File: src/rtl/fp_std_0.sv
// Front stage of the 24-bit FP add/max/min unit: magnitude ordering, alignment, raw sum/diff.
// Optional inexact flag output enabled by defining FP_STD_0_INEXACT_EN.
module fp_std_0 #(
  parameter int WIDTH = 24
) (
  input  logic             clk_i,
  input  logic             rst_i,
  input  logic             valid_i,
  output logic             ready_o,
  input  logic [3:0]       op_i,
  input  logic [WIDTH-1:0] a_i,
  input  logic [WIDTH-1:0] b_i,
  output logic             valid_o,
  input  logic             ready_i,
  output logic [3:0]       op_o,
  output logic [16:0]      add_result_mantissa_o,
  output logic [15:0]      sub_result_mantissa_o,
  output logic             max_sign_o,
  output logic             min_sign_o,
  output logic [WIDTH-1:0] max_result_o,
  output logic [WIDTH-1:0] min_result_o,
  output logic [7:0]       max_exponent_o
`ifdef FP_STD_0_INEXACT_EN
  ,
  output logic             inexact_o
`endif
);

  localparam int EW = 8;
  localparam int MW = 15;
  localparam int SW = MW + 1;

  typedef struct packed {
    logic [3:0]       op;
    logic [WIDTH-1:0] a;
    logic [WIDTH-1:0] b;
    logic             swap;
    logic [EW-1:0]    exp_diff;
    logic [WIDTH-1:0] max_res;
    logic [WIDTH-1:0] min_res;
  } stg_a_t;

  typedef struct packed {
    logic [3:0]       op;
    logic [SW:0]      add;
    logic [SW-1:0]    sub;
    logic             max_sign;
    logic             min_sign;
    logic [WIDTH-1:0] max_res;
    logic [WIDTH-1:0] min_res;
    logic [EW-1:0]    max_exp;
`ifdef FP_STD_0_INEXACT_EN
    logic             inexact;
`endif
  } stg_b_t;

  // Zero exponent encodes zero regardless of mantissa bits.
  function automatic logic [SW-1:0] sig_of(input logic [WIDTH-1:0] x);
    return (x[WIDTH-2 -: EW] == '0) ? '0 : {1'b1, x[MW-1:0]};
  endfunction

  logic [1:0] vld_pipe;  // [0] stage A, [1] stage B
  stg_a_t     sa, sa_nxt;
  stg_b_t     sb, sb_nxt;
  logic       a_load, b_load, accept;

  assign b_load  = !vld_pipe[1] || ready_i;
  assign a_load  = !vld_pipe[0] || b_load;
  assign ready_o = a_load;
  assign accept  = valid_i && ready_o;

  // Stage A: order by magnitude and resolve numeric max/min.
  logic [WIDTH-1:0] b_adj;
  logic [WIDTH-2:0] a_mag, b_mag;
  logic [EW-1:0]    a_exp, b_exp;
  logic             b_bigger, a_num_max;

  always_comb begin
    b_adj            = b_i;
    b_adj[WIDTH-1]   = b_i[WIDTH-1] ^ op_i[2];
    a_mag            = a_i[WIDTH-2:0];
    b_mag            = b_adj[WIDTH-2:0];
    a_exp            = a_i[WIDTH-2 -: EW];
    b_exp            = b_adj[WIDTH-2 -: EW];
    b_bigger         = b_mag > a_mag;
    if (a_i[WIDTH-1] != b_adj[WIDTH-1]) a_num_max = !a_i[WIDTH-1];
    else if (!a_i[WIDTH-1])             a_num_max = !b_bigger;
    else                                a_num_max = a_mag <= b_mag;
    sa_nxt.op        = op_i;
    sa_nxt.a         = a_i;
    sa_nxt.b         = b_adj;
    sa_nxt.swap      = b_bigger;
    sa_nxt.exp_diff  = b_bigger ? (b_exp - a_exp) : (a_exp - b_exp);
    sa_nxt.max_res   = a_num_max ? a_i : b_adj;
    sa_nxt.min_res   = a_num_max ? b_adj : a_i;
  end

  // Stage B: align the smaller significand and form sum/difference.
  logic [WIDTH-1:0] mx, mn;
  logic [SW-1:0]    max_sig, min_sig, aligned;
  logic             big_shift;
`ifdef FP_STD_0_INEXACT_EN
  logic [SW-1:0]    drop_mask;
`endif

  always_comb begin
    mx           = sa.swap ? sa.b : sa.a;
    mn           = sa.swap ? sa.a : sa.b;
    max_sig      = sig_of(mx);
    min_sig      = sig_of(mn);
    big_shift    = |sa.exp_diff[EW-1:4];
    aligned      = big_shift ? '0 : (min_sig >> sa.exp_diff[3:0]);
    sb_nxt.op       = sa.op;
    sb_nxt.add      = {1'b0, max_sig} + {1'b0, aligned};
    sb_nxt.sub      = max_sig - aligned;
    sb_nxt.max_sign = mx[WIDTH-1];
    sb_nxt.min_sign = mn[WIDTH-1];
    sb_nxt.max_res  = sa.max_res;
    sb_nxt.min_res  = sa.min_res;
    sb_nxt.max_exp  = mx[WIDTH-2 -: EW];
`ifdef FP_STD_0_INEXACT_EN
    drop_mask       = big_shift ? '1 : ((SW'(1) << sa.exp_diff[3:0]) - SW'(1));
    sb_nxt.inexact  = |(min_sig & drop_mask);
`endif
  end

  always_ff @(posedge clk_i) begin
    if (rst_i) begin
      vld_pipe <= '0;
      sa       <= '0;
      sb       <= '0;
    end else begin
      if (a_load) begin
        vld_pipe[0] <= accept;
        if (accept) sa <= sa_nxt;
      end
      if (b_load) begin
        vld_pipe[1] <= vld_pipe[0];
        if (vld_pipe[0]) sb <= sb_nxt;
      end
    end
  end

  assign valid_o               = vld_pipe[1];
  assign op_o                  = sb.op;
  assign add_result_mantissa_o = sb.add;
  assign sub_result_mantissa_o = sb.sub;
  assign max_sign_o            = sb.max_sign;
  assign min_sign_o            = sb.min_sign;
  assign max_result_o          = sb.max_res;
  assign min_result_o          = sb.min_res;
  assign max_exponent_o        = sb.max_exp;
`ifdef FP_STD_0_INEXACT_EN
  assign inexact_o             = sb.inexact;
`endif

endmodule

File: config.mk
export PLATFORM = sky130hd
export DESIGN_NAME = fp_std_0
export DESIGN_NICKNAME = d
export VERILOG_FILES = /design/src/rtl/fp_std_0.sv
export SDC_FILE = /design/constraint.sdc
export NUM_CORES = 1
export LEC_CHECK = 0
export ABC_AREA = 0
export BUFFER_PORTS_ARGS = -buffer_cell sky130_fd_sc_hd__buf_2
export CORE_MARGIN = 2
export CORE_UTILIZATION = 55
export DETAILED_ROUTE_END_ITERATION = 10
export PLACE_DENSITY = 0.79
export SKIP_LAST_GASP = 1
export SYNTH_ARGS = -nofsm -noshare
export SYNTH_HDL_FRONTEND = slang
export SYNTH_SLANG_ARGS = --single-unit
File: constraint.sdc
create_clock -name clk_i -period 4.63 [get_ports clk_i]
set_input_delay 1.1575 -clock clk_i [delete_from_list [all_inputs] [get_ports clk_i]]
set_output_delay 1.1575 -clock clk_i [all_outputs]
set_load 0.1 [all_outputs]
# Word-level counts from Yosys, hierarchy flattened
# Index checks and enable logic that the tools add are counted.
# W data, S select, Z words.
# totals
out_inout_bits,97
inputBits,56
ff_bits,206
# classes
shifts,1
n_addsub,4
n_mux,10
bitwise_logic,1
reduce_logical,12
order_cmp,2
eq_ne,1
# ops
operator,count
$mux W24,4
$mux W16,3
$gt A23 B23 Y1,1
$le A23 B23 Y1,1
$add A16 B16 Y17,1
$logic_not A8 Y1,2
$shr A16 B4 Y16,1
$sub A16 B16 Y16,1
$sub A8 B8 Y8,2
$mux W8,1
$logic_not A1 Y1,4
$reduce_and A2 Y1,2
$reduce_or A4 Y1,1
$logic_or A1 B1 Y1,2
$mux W1,2
$logic_and A1 B1 Y1,1
$ne A1 B1 Y1,1
$xor A1 B1 Y1,1

# Depth between registers and ports, before layout
# Gate-level depths: netlist of the first run.
# depth
depth_word,6
mapped_depth,21
mapped_depth_nobuf,20

# Worst setup path after synthesis of the first run
# OpenSTA, ideal clock, no wires.
# synth_path
path_kind,flip-flop to flip-flop
startpoint,register sa[48] (netlist name)
endpoint,register sb (netlist bit add_result_mantissa_o[14])
setup_slack_ns,0.853
setup_time_ns,0.086
stages_incl_launch_ff,21
arrival_time_ns,3.691
t_required_ns,4.544
cell_sequence,dfxtp_1 -> buf_2 -> buf_2 -> buf_2 -> mux4_2 -> mux2i_1 -> o22ai_1 -> mux2i_1 -> nor2_1 -> ha_1 -> inv_1 -> fa_1 -> o21bai_1 -> a21oi_2 -> o21ai_1 -> nand4_1 -> nand2_1 -> o41a_1 -> a221oi_2 -> xnor2_1 -> a211oi_1
# synth_between
elab_chain_len,3
# synth_lines
element,line,rtl
"start, declared",63,"stg_a_t sa, sa_nxt;"
"start signal, assigned",135,if (accept) sa <= sa_nxt;
$shr A16 B4 Y16,112,aligned = big_shift ? '0 : (min_sig >> sa.exp_diff[3:0]);
$mux W16,112,
$add A16 B16 Y17,114,"sb_nxt.add = {1'b0, max_sig} + {1'b0, aligned};"
"end signal, assigned",139,if (vld_pipe[0]) sb <= sb_nxt;
"end, declared",64,"stg_b_t sb, sb_nxt;"
# Every way passes these cells.
# A chain may end at the register's enable or synchronous reset.

# Worst setup path in the final report of the first run
# layout_path
startpoint,register sa[48] (netlist name)
endpoint,register sb (netlist bit sub_result_mantissa_o[12])
# layout_between
elab_chain_len,3
# layout_lines
element,line,rtl
$shr A16 B4 Y16,112,
$mux W16,112,
$sub A16 B16 Y16,115,sb_nxt.sub = max_sig - aligned;
# Every way passes these cells.

==> results of run 1 <==
-- worst max-delay path: stages, from the launching register on --
cell      delay, ps
dfxtp_1         750
mux4_2          360
nand2_1          60
a21o_1          210
o21ai_0         270
mux2i_1         120
nor2_1          180
ha_1            200
inv_1            50
fa_1            400
a21o_1          180
a21oi_1         220
o21bai_1        120
a21oi_1         230
o31ai_1         150
a211oi_1        260
xnor2_1         150
nand2_1          60
a21oi_1         160
-- power by group through the flow --
stage	Clock, uW	Combinational, uW	Sequential [uW]
after floorplan	0	874	2360
after global routing	1810	1690	2000
after CTS	1750	1560	1980
after global placement	0	1520	2010
final	1720	1560	1980
after detailed placement	0	1550	2020
-- per-layer routing --
metal  up-vias  GRT usage, %
li1       4923             -
met1      4656          35.5
met2       294          43.8
met3        55          3.94
met4         0          7.52
met5         -             0
-- final timing paths --
kind              depth (start not counted)                   endpoint  slack [ps]
hold / removal                            2   sub_result_mantissa_o[8]         450
setup reg to reg                         18  sub_result_mantissa_o[12]         430
hold reg to reg                           2   sub_result_mantissa_o[8]         450
setup / recovery                         18  sub_result_mantissa_o[12]         430
-- logic make-up (layout without fill, tap and decap cells) --
family / count (synthesis) / after routing
compound gates: 315 / 315
xor+xnor: 27 / 27
fa+ha+maj: 65 / 65
buf+inv: 166 / 282
flops: 205 / 205
mux: 104 / 104
simple gates: 492 / 492
-- layout make-up --
| class | count | share of cell area (%) |
|---|---|---|
| Timing Repair Buffer | 182 | 7.94 |
| Clock inverter | 5 | 0.664 |
| Tap cell | 270 | 2.64 |
| Inverter | 65 | 1.90 |
| Multi-Input combinational cell | 1003 | 50.0 |
| Sequential cell | 205 | 32.1 |
| Clock buffer | 30 | 4.85 |
-- flip-flops by register name, summed over array words and instances (netlist names) --
| register | cells |
|---|---|
| max_sign_o | 1 |
| max_result_o | 24 |
| sub_result_mantissa_o | 15 |
| add_result_mantissa_o | 17 |
| op_o | 4 |
| min_sign_o | 1 |
| min_result_o | 24 |
| max_exponent_o | 8 |
| vld_pipe | 2 |
| sa | 109 |
-- layout by cell type (no fill, tap or decap), types with 14 or more instances in the layout --
master,n
dfxtp_1,204
o21ai_0,17
inv_1,62
a211oi_1,83
nand2_1,274
ha_1,61
clkbuf_16,22
buf_2,151
a21oi_1,149
xnor2_1,25
buf_4,28
nor3_1,14
nor2_1,123
mux2i_1,86
-- through the flow --
| step | hold slack [ps] | setup WS, ps |
|---|---|---|
| 2_1_floorplan | 432 | 853 |
| 3_3_place_gp | 435 | 586 |
| 3_5_place_dp | 443 | 438 |
| 4_1_cts | 451 | 440 |
| 5_1_grt | 462 | 11.3 |
| 6_report | 450 | 432 |
==> reports/summary.txt, run 1 <==
Combinational Power Share - 29.7%
worst slew pin tran - 822 ps
Post-route DRC - 0
kind of critical path - reg -> reg
number of hold buffers added after cts - 0
top post-synthesis cells by count - nand2_1 (275), dfxtp_1 (205), a21oi_1 (149)
arrival time of the worst setup path - 4640 ps
Die W - 147 um
library cell used as clock root buffer - clkbuf_16
final global-route overflow total - 0
fillcell total - 1,728
aggregate global-route resource usage - 26.2%
origin of the critical flop-to-flop path - sa[48]
max-slew violation total from the final report - 0
post-layout power - 5260 uW
routability congestion estimate from global placement - 0.876
final-report setup violation count - 0
share of the synthesized area in compound gates (AO/OA/AOI/OAI) - 17.9%
post-layout minimum cycle time - 4200 ps
clock tree from TritonCTS - yes
FF/Latch Area - 4110 um2
layout cell share with drive strength beyond 1 - 17.0%
number of flops mapped to enable cells by yosys - 0
switching power as a share of total power - 35.5%
peak supply drop - 250 uV
min-delay worst type - reg -> reg
sum of routed wire segments on met1 - 12,900 um
number of post-CTS setup repair buffers - 0
number of maximum-capacitance violations - 0
startpoint of the most critical hold path - sub_result_mantissa_o[8]
NetSw - 1870 uW
average wire length per cell after detail routing - 16.4 um
run status - completed
Post-Route WL - 28,800 um
area enclosed by the die boundary - 21,600 um2
area fraction in and, or, nand and nor cells after synthesis - 18.7%
clock buffer count from CTS - 22
Final Hold Violating Endpoints - 0
antenna cells - 0
peak clock frequency supported by timing - 238 MHz
unrepaired setup endpoints after global routing - no
area fraction of the dominant cell type after synthesis - 36.6%
DRC violation total after the first TritonRoute iteration - 604
Crit Path Max Fanout - 12
first-pass GRT wire length - 47,200 um
clock skew - 14.0 ps
FFs w/ async S/R, synth - 0%
most numerous cell in the Yosys netlist - nand2_1
leakage power total - 0.00561 uW
Area contributors post-synth - dfxtp_1 (37%), nand2_1 (9.2%), mux2i_1 (7.7%), ha_1 (6.8%), a21oi_1 (6.6%)
Sequential Power Share - 37.7%
Top Layer Used - met4
Int Power - 3400 uW
core region area - 20,100 um2
Initial Util - 55.8%
register clock-pin slew on the reported worst setup and hold paths - 60 ps
share of total power in the clock network - 32.6%
post-detail-place hpwl - 20,700 um
met3 wirelength from detailed routing - 1780 um
beginning of the critical path - sa[48]
power density over the cells - 411 nW/um2
Layout Utilization - 63.7%
Non-Filler Cell Area, Final - 12,800 um2
antenna viol nets, final - 0
setup TNS after final layout - 0 ps
routed length on met2 - 13,500 um
sink count of the clock tree - 205
sequential share of the synthesized area - 36.6%
Avg Inst Size Synth - 8.17 um2
mux cell area share after synthesis - 10.7%
max-slew headroom at the worst pin - 44.8%
number of storage elements in the synthesis netlist - 205
xor/xnor share of the synthesized area - 2.11%
Adder-Cell Fraction of Synth Area - 7.52%
Area after DPL - 12,100 um2
total number of yosys warnings - 0
Clock H-tree levels - 1
number of nets in the layout - 1,600
largest family of logic cells by synthesized area - simple AND/OR/NAND/NOR gates
predominant post-synthesis flop cell - dfxtp_1
Placed Cells incl. Taps - 1,725
Final Cycle Share - 90.7%
FP Rows - 52
critical path endpoint category - flop
vias post-DR - 9,928
library cell occupying the most area in the post-synthesis netlist - dfxtp_1
count of boundary I/O pins - 153
number of iterations in the first detailed-routing pass - 5
count of placed standard cells in the final layout, fillers left out - 1,760
area of the multi-input gates - 6400 um2
number of buffers on the longest clock path - 3
pin count of the biggest net entering global routing - 120
via count of the first global-routing pass - 9,482
post-synthesis instance area - 11,200 um2
Gate Count Post-Synth - 1,374
initial antenna violation count - 0
count of cells resized by post-cts repair - 0
count of buffers inserted at the top-level ports - 152
synth unique cells - 63
element type at the critical path start - flop
nets in the synthesized netlist - 1,495
source-to-sink clock delay at the later pin of the worst-skew pair - 520 ps
Req. time, crit path - 5070 ps
post-DR vias/cell - 5.64
area delta synth->final - 14.2%
height of the die - 147 um
Note: power is estimated with default switching activity, not from simulation.
==> run 2: changes to the inputs <==
--- a/config.mk
+++ b/config.mk
@@ -8,9 +8,9 @@
 export ABC_AREA = 0
 export BUFFER_PORTS_ARGS = -buffer_cell sky130_fd_sc_hd__buf_2
 export CORE_MARGIN = 2
-export CORE_UTILIZATION = 55
+export CORE_UTILIZATION = 50
 export DETAILED_ROUTE_END_ITERATION = 10
-export PLACE_DENSITY = 0.79
+export PLACE_DENSITY = 0.73
 export SKIP_LAST_GASP = 1
 export SYNTH_ARGS = -nofsm -noshare
 export SYNTH_HDL_FRONTEND = slang
==> run 2 against run 1 <==
Compared with the run above: via count down 1.6%; first-iteration DRC count increased by 11%; sequential power is essentially flat; design area increased by 0.55%; die area grew 9.7%; clock-buffer cell count grew 1; wire length decreased by 1.9%; sequential cell count unchanged; total power rose by 2.6%; core utilization fell by 5.1 points; global-route usage fell by 2.7 points.
==> reports/summary.txt, run 2 (same netlist as run 1, synthesis figures left out) <==
peak supply drop - 259 uV
run status - completed
beginning of the critical path - sa[56]
height of the die - 154 um
Crit Path Max Fanout - 15
sink count of the clock tree - 205
Largest register FFs - 109
antenna viol nets, final - 0
initial antenna violation count - 0
leakage power total - 0.00565 uW
average wire length per cell after detail routing - 15.9 um
clock tree from TritonCTS - yes
Max stage delay cell, worst path - dfxtp_2
cell-by-cell listing of the critical path - buf_4, mux4_2, nand2_1, a21o_1, o21ai_0, mux2i_1, nor2_1, ha_1, inv_1, fa_1, a21o_1, a21oi_1, o21bai_1, a21oi_1, o31ai_1, a211oi_1, xnor2_1, nand2_1, a21oi_1
cell repeated most along the worst path - a21oi_1
final global-route overflow total - 0
via count of the first global-routing pass - 9,249
worst slew pin tran - 968 ps
DRC violation total after the first TritonRoute iteration - 673
register bank with the most flops - sa
register clock-pin slew on the reported worst setup and hold paths - 60 ps
Post-Route WL - 28,300 um
count of buffers inserted at the top-level ports - 152
fillcell total - 2,036
clock skew - 11.2 ps
kind of cell with the highest combined delay on the critical path - compound AO/OA/AOI/OAI gates
post-detail-place hpwl - 20,400 um
area of the multi-input gates - 6400 um2
number of post-CTS setup repair buffers - 0
CP peak stage delay - 560 ps
hold slack - 446 ps
core region area - 22,000 um2
source-to-sink clock delay at the later pin of the worst-skew pair - 520 ps
min-delay worst type - reg -> reg
Req. time, crit path - 5070 ps
count of boundary I/O pins - 153
routability congestion estimate from global placement - 0.932
max-slew headroom at the worst pin - 35.5%
origin of the critical flop-to-flop path - sa[56]
unrepaired setup endpoints after global routing - no
critical path endpoint category - flop
Initial Util - 51.1%
antenna cells - 0
number of nets in the layout - 1,599
startpoint of the most critical hold path - sub_result_mantissa_o[4]
post-DR vias/cell - 5.51
pin count of the biggest net entering global routing - 127
FP Rows - 54
setup TNS after final layout - 0 ps
vias post-DR - 9,767
arrival time of the worst setup path - 4510 ps
max-slew violation total from the final report - 0
layout cell share with drive strength beyond 1 - 17.4%
final-report setup violation count - 0
post-layout minimum cycle time - 4070 ps
number of maximum-capacitance violations - 0
number of iterations in the first detailed-routing pass - 5
clock buffer count from CTS - 23
Clock H-tree levels - 1
library cell used as clock root buffer - clkbuf_16
Post-route DRC - 0
element type at the critical path start - flop
kind of critical path - reg -> reg
most common cell after layout, fill and taps aside - nand2_1
FF/Latch Area - 4110 um2
area enclosed by the die boundary - 23,700 um2
crit path buf inv count - 2
power density over the cells - 419 nW/um2
Final Cycle Share - 88.0%
Die W - 154 um
peak clock frequency supported by timing - 245 MHz
area delta synth->final - 14.8%
number of buffers on the longest clock path - 3
Final Hold Violating Endpoints - 0
top library cells by usage in the layout, fill and taps aside - nand2_1 (274), dfxtp_1 (203), buf_2 (151)
aggregate global-route resource usage - 23.5%
post-layout power - 5400 uW
first-pass GRT wire length - 46,600 um
## run 2: cell count changes in the layout (fill, tap and decap cells not counted), sizes merged
cell | previous run | this run
buf | 182 | 180
bufinv | 1 | 2
clkbuf | 30 | 31
clkinv | 2 | 6
## run 2: cell type report
| class | instances | area share [%] |
|---|---|---|
| clock inverters | 10 | 0.942 |
| clock buffers | 31 | 5.09 |
| flip-flops and latches | 205 | 31.9 |
| multi-input cells | 1003 | 49.7 |
| inverters | 65 | 1.89 |
| repair buffers | 180 | 7.78 |
| well taps | 280 | 2.72 |
## run 2: repair_timing
item	4_1_cts	5_1_grt
setup endpoints to repair	0	2
hold buffers	0	0
resized for setup	0	1
## run 2: worst reg2reg max path, delay by kind of cell (launching register included)
family,cells,cell delay (ps)
AO/OA/AOI/OAI,9,1720
AND/OR/NAND/NOR,3,290
multiplexers,2,350
buffers and inverters,2,360
flip-flops,1,560
adder cells (fa/ha/maj),2,590
XOR/XNOR,1,150
## run 2: worst paths after layout
kind	slack, ps	end	cells after the start
worst min register to register	450	sub_result_mantissa_o[4]	2
worst min-delay path	450	sub_result_mantissa_o[4]	2
worst max register to register	560	sub_result_mantissa_o[12]	19
worst max-delay path	560	sub_result_mantissa_o[12]	19
## run 2: stage by stage
stage                     std cells  area, um2  setup slack, ps  util [%]
after floorplan                1374      11200              853         -
final                          1774      12900              556      58.6
after global placement         1733      12100              594      55.1
after detailed placement       1733      12100              480      55.1
after global routing           1774      12900              120      58.6
after CTS                      1774      12900              464      58.6
## run 2: where the power goes
group          total, uW  switching (uW)  internal [uW]
registers           1980            90.8           1890
logic               1550            1040            506
clock network       1870             756           1110
total               5400            1890           3510
## run 2: routing by layer
layer | up-vias | GRT usage, % | wire (um) | part of all wire (%)
met5 | - | 0 | 0 | 0
met4 | 0 | 4.81 | 408 | 1.4
met3 | 30 | 2.99 | 1580 | 5.6
met2 | 240 | 38.9 | 12900 | 46
met1 | 4568 | 33.2 | 13300 | 47
li1 | 4929 | - | - | -
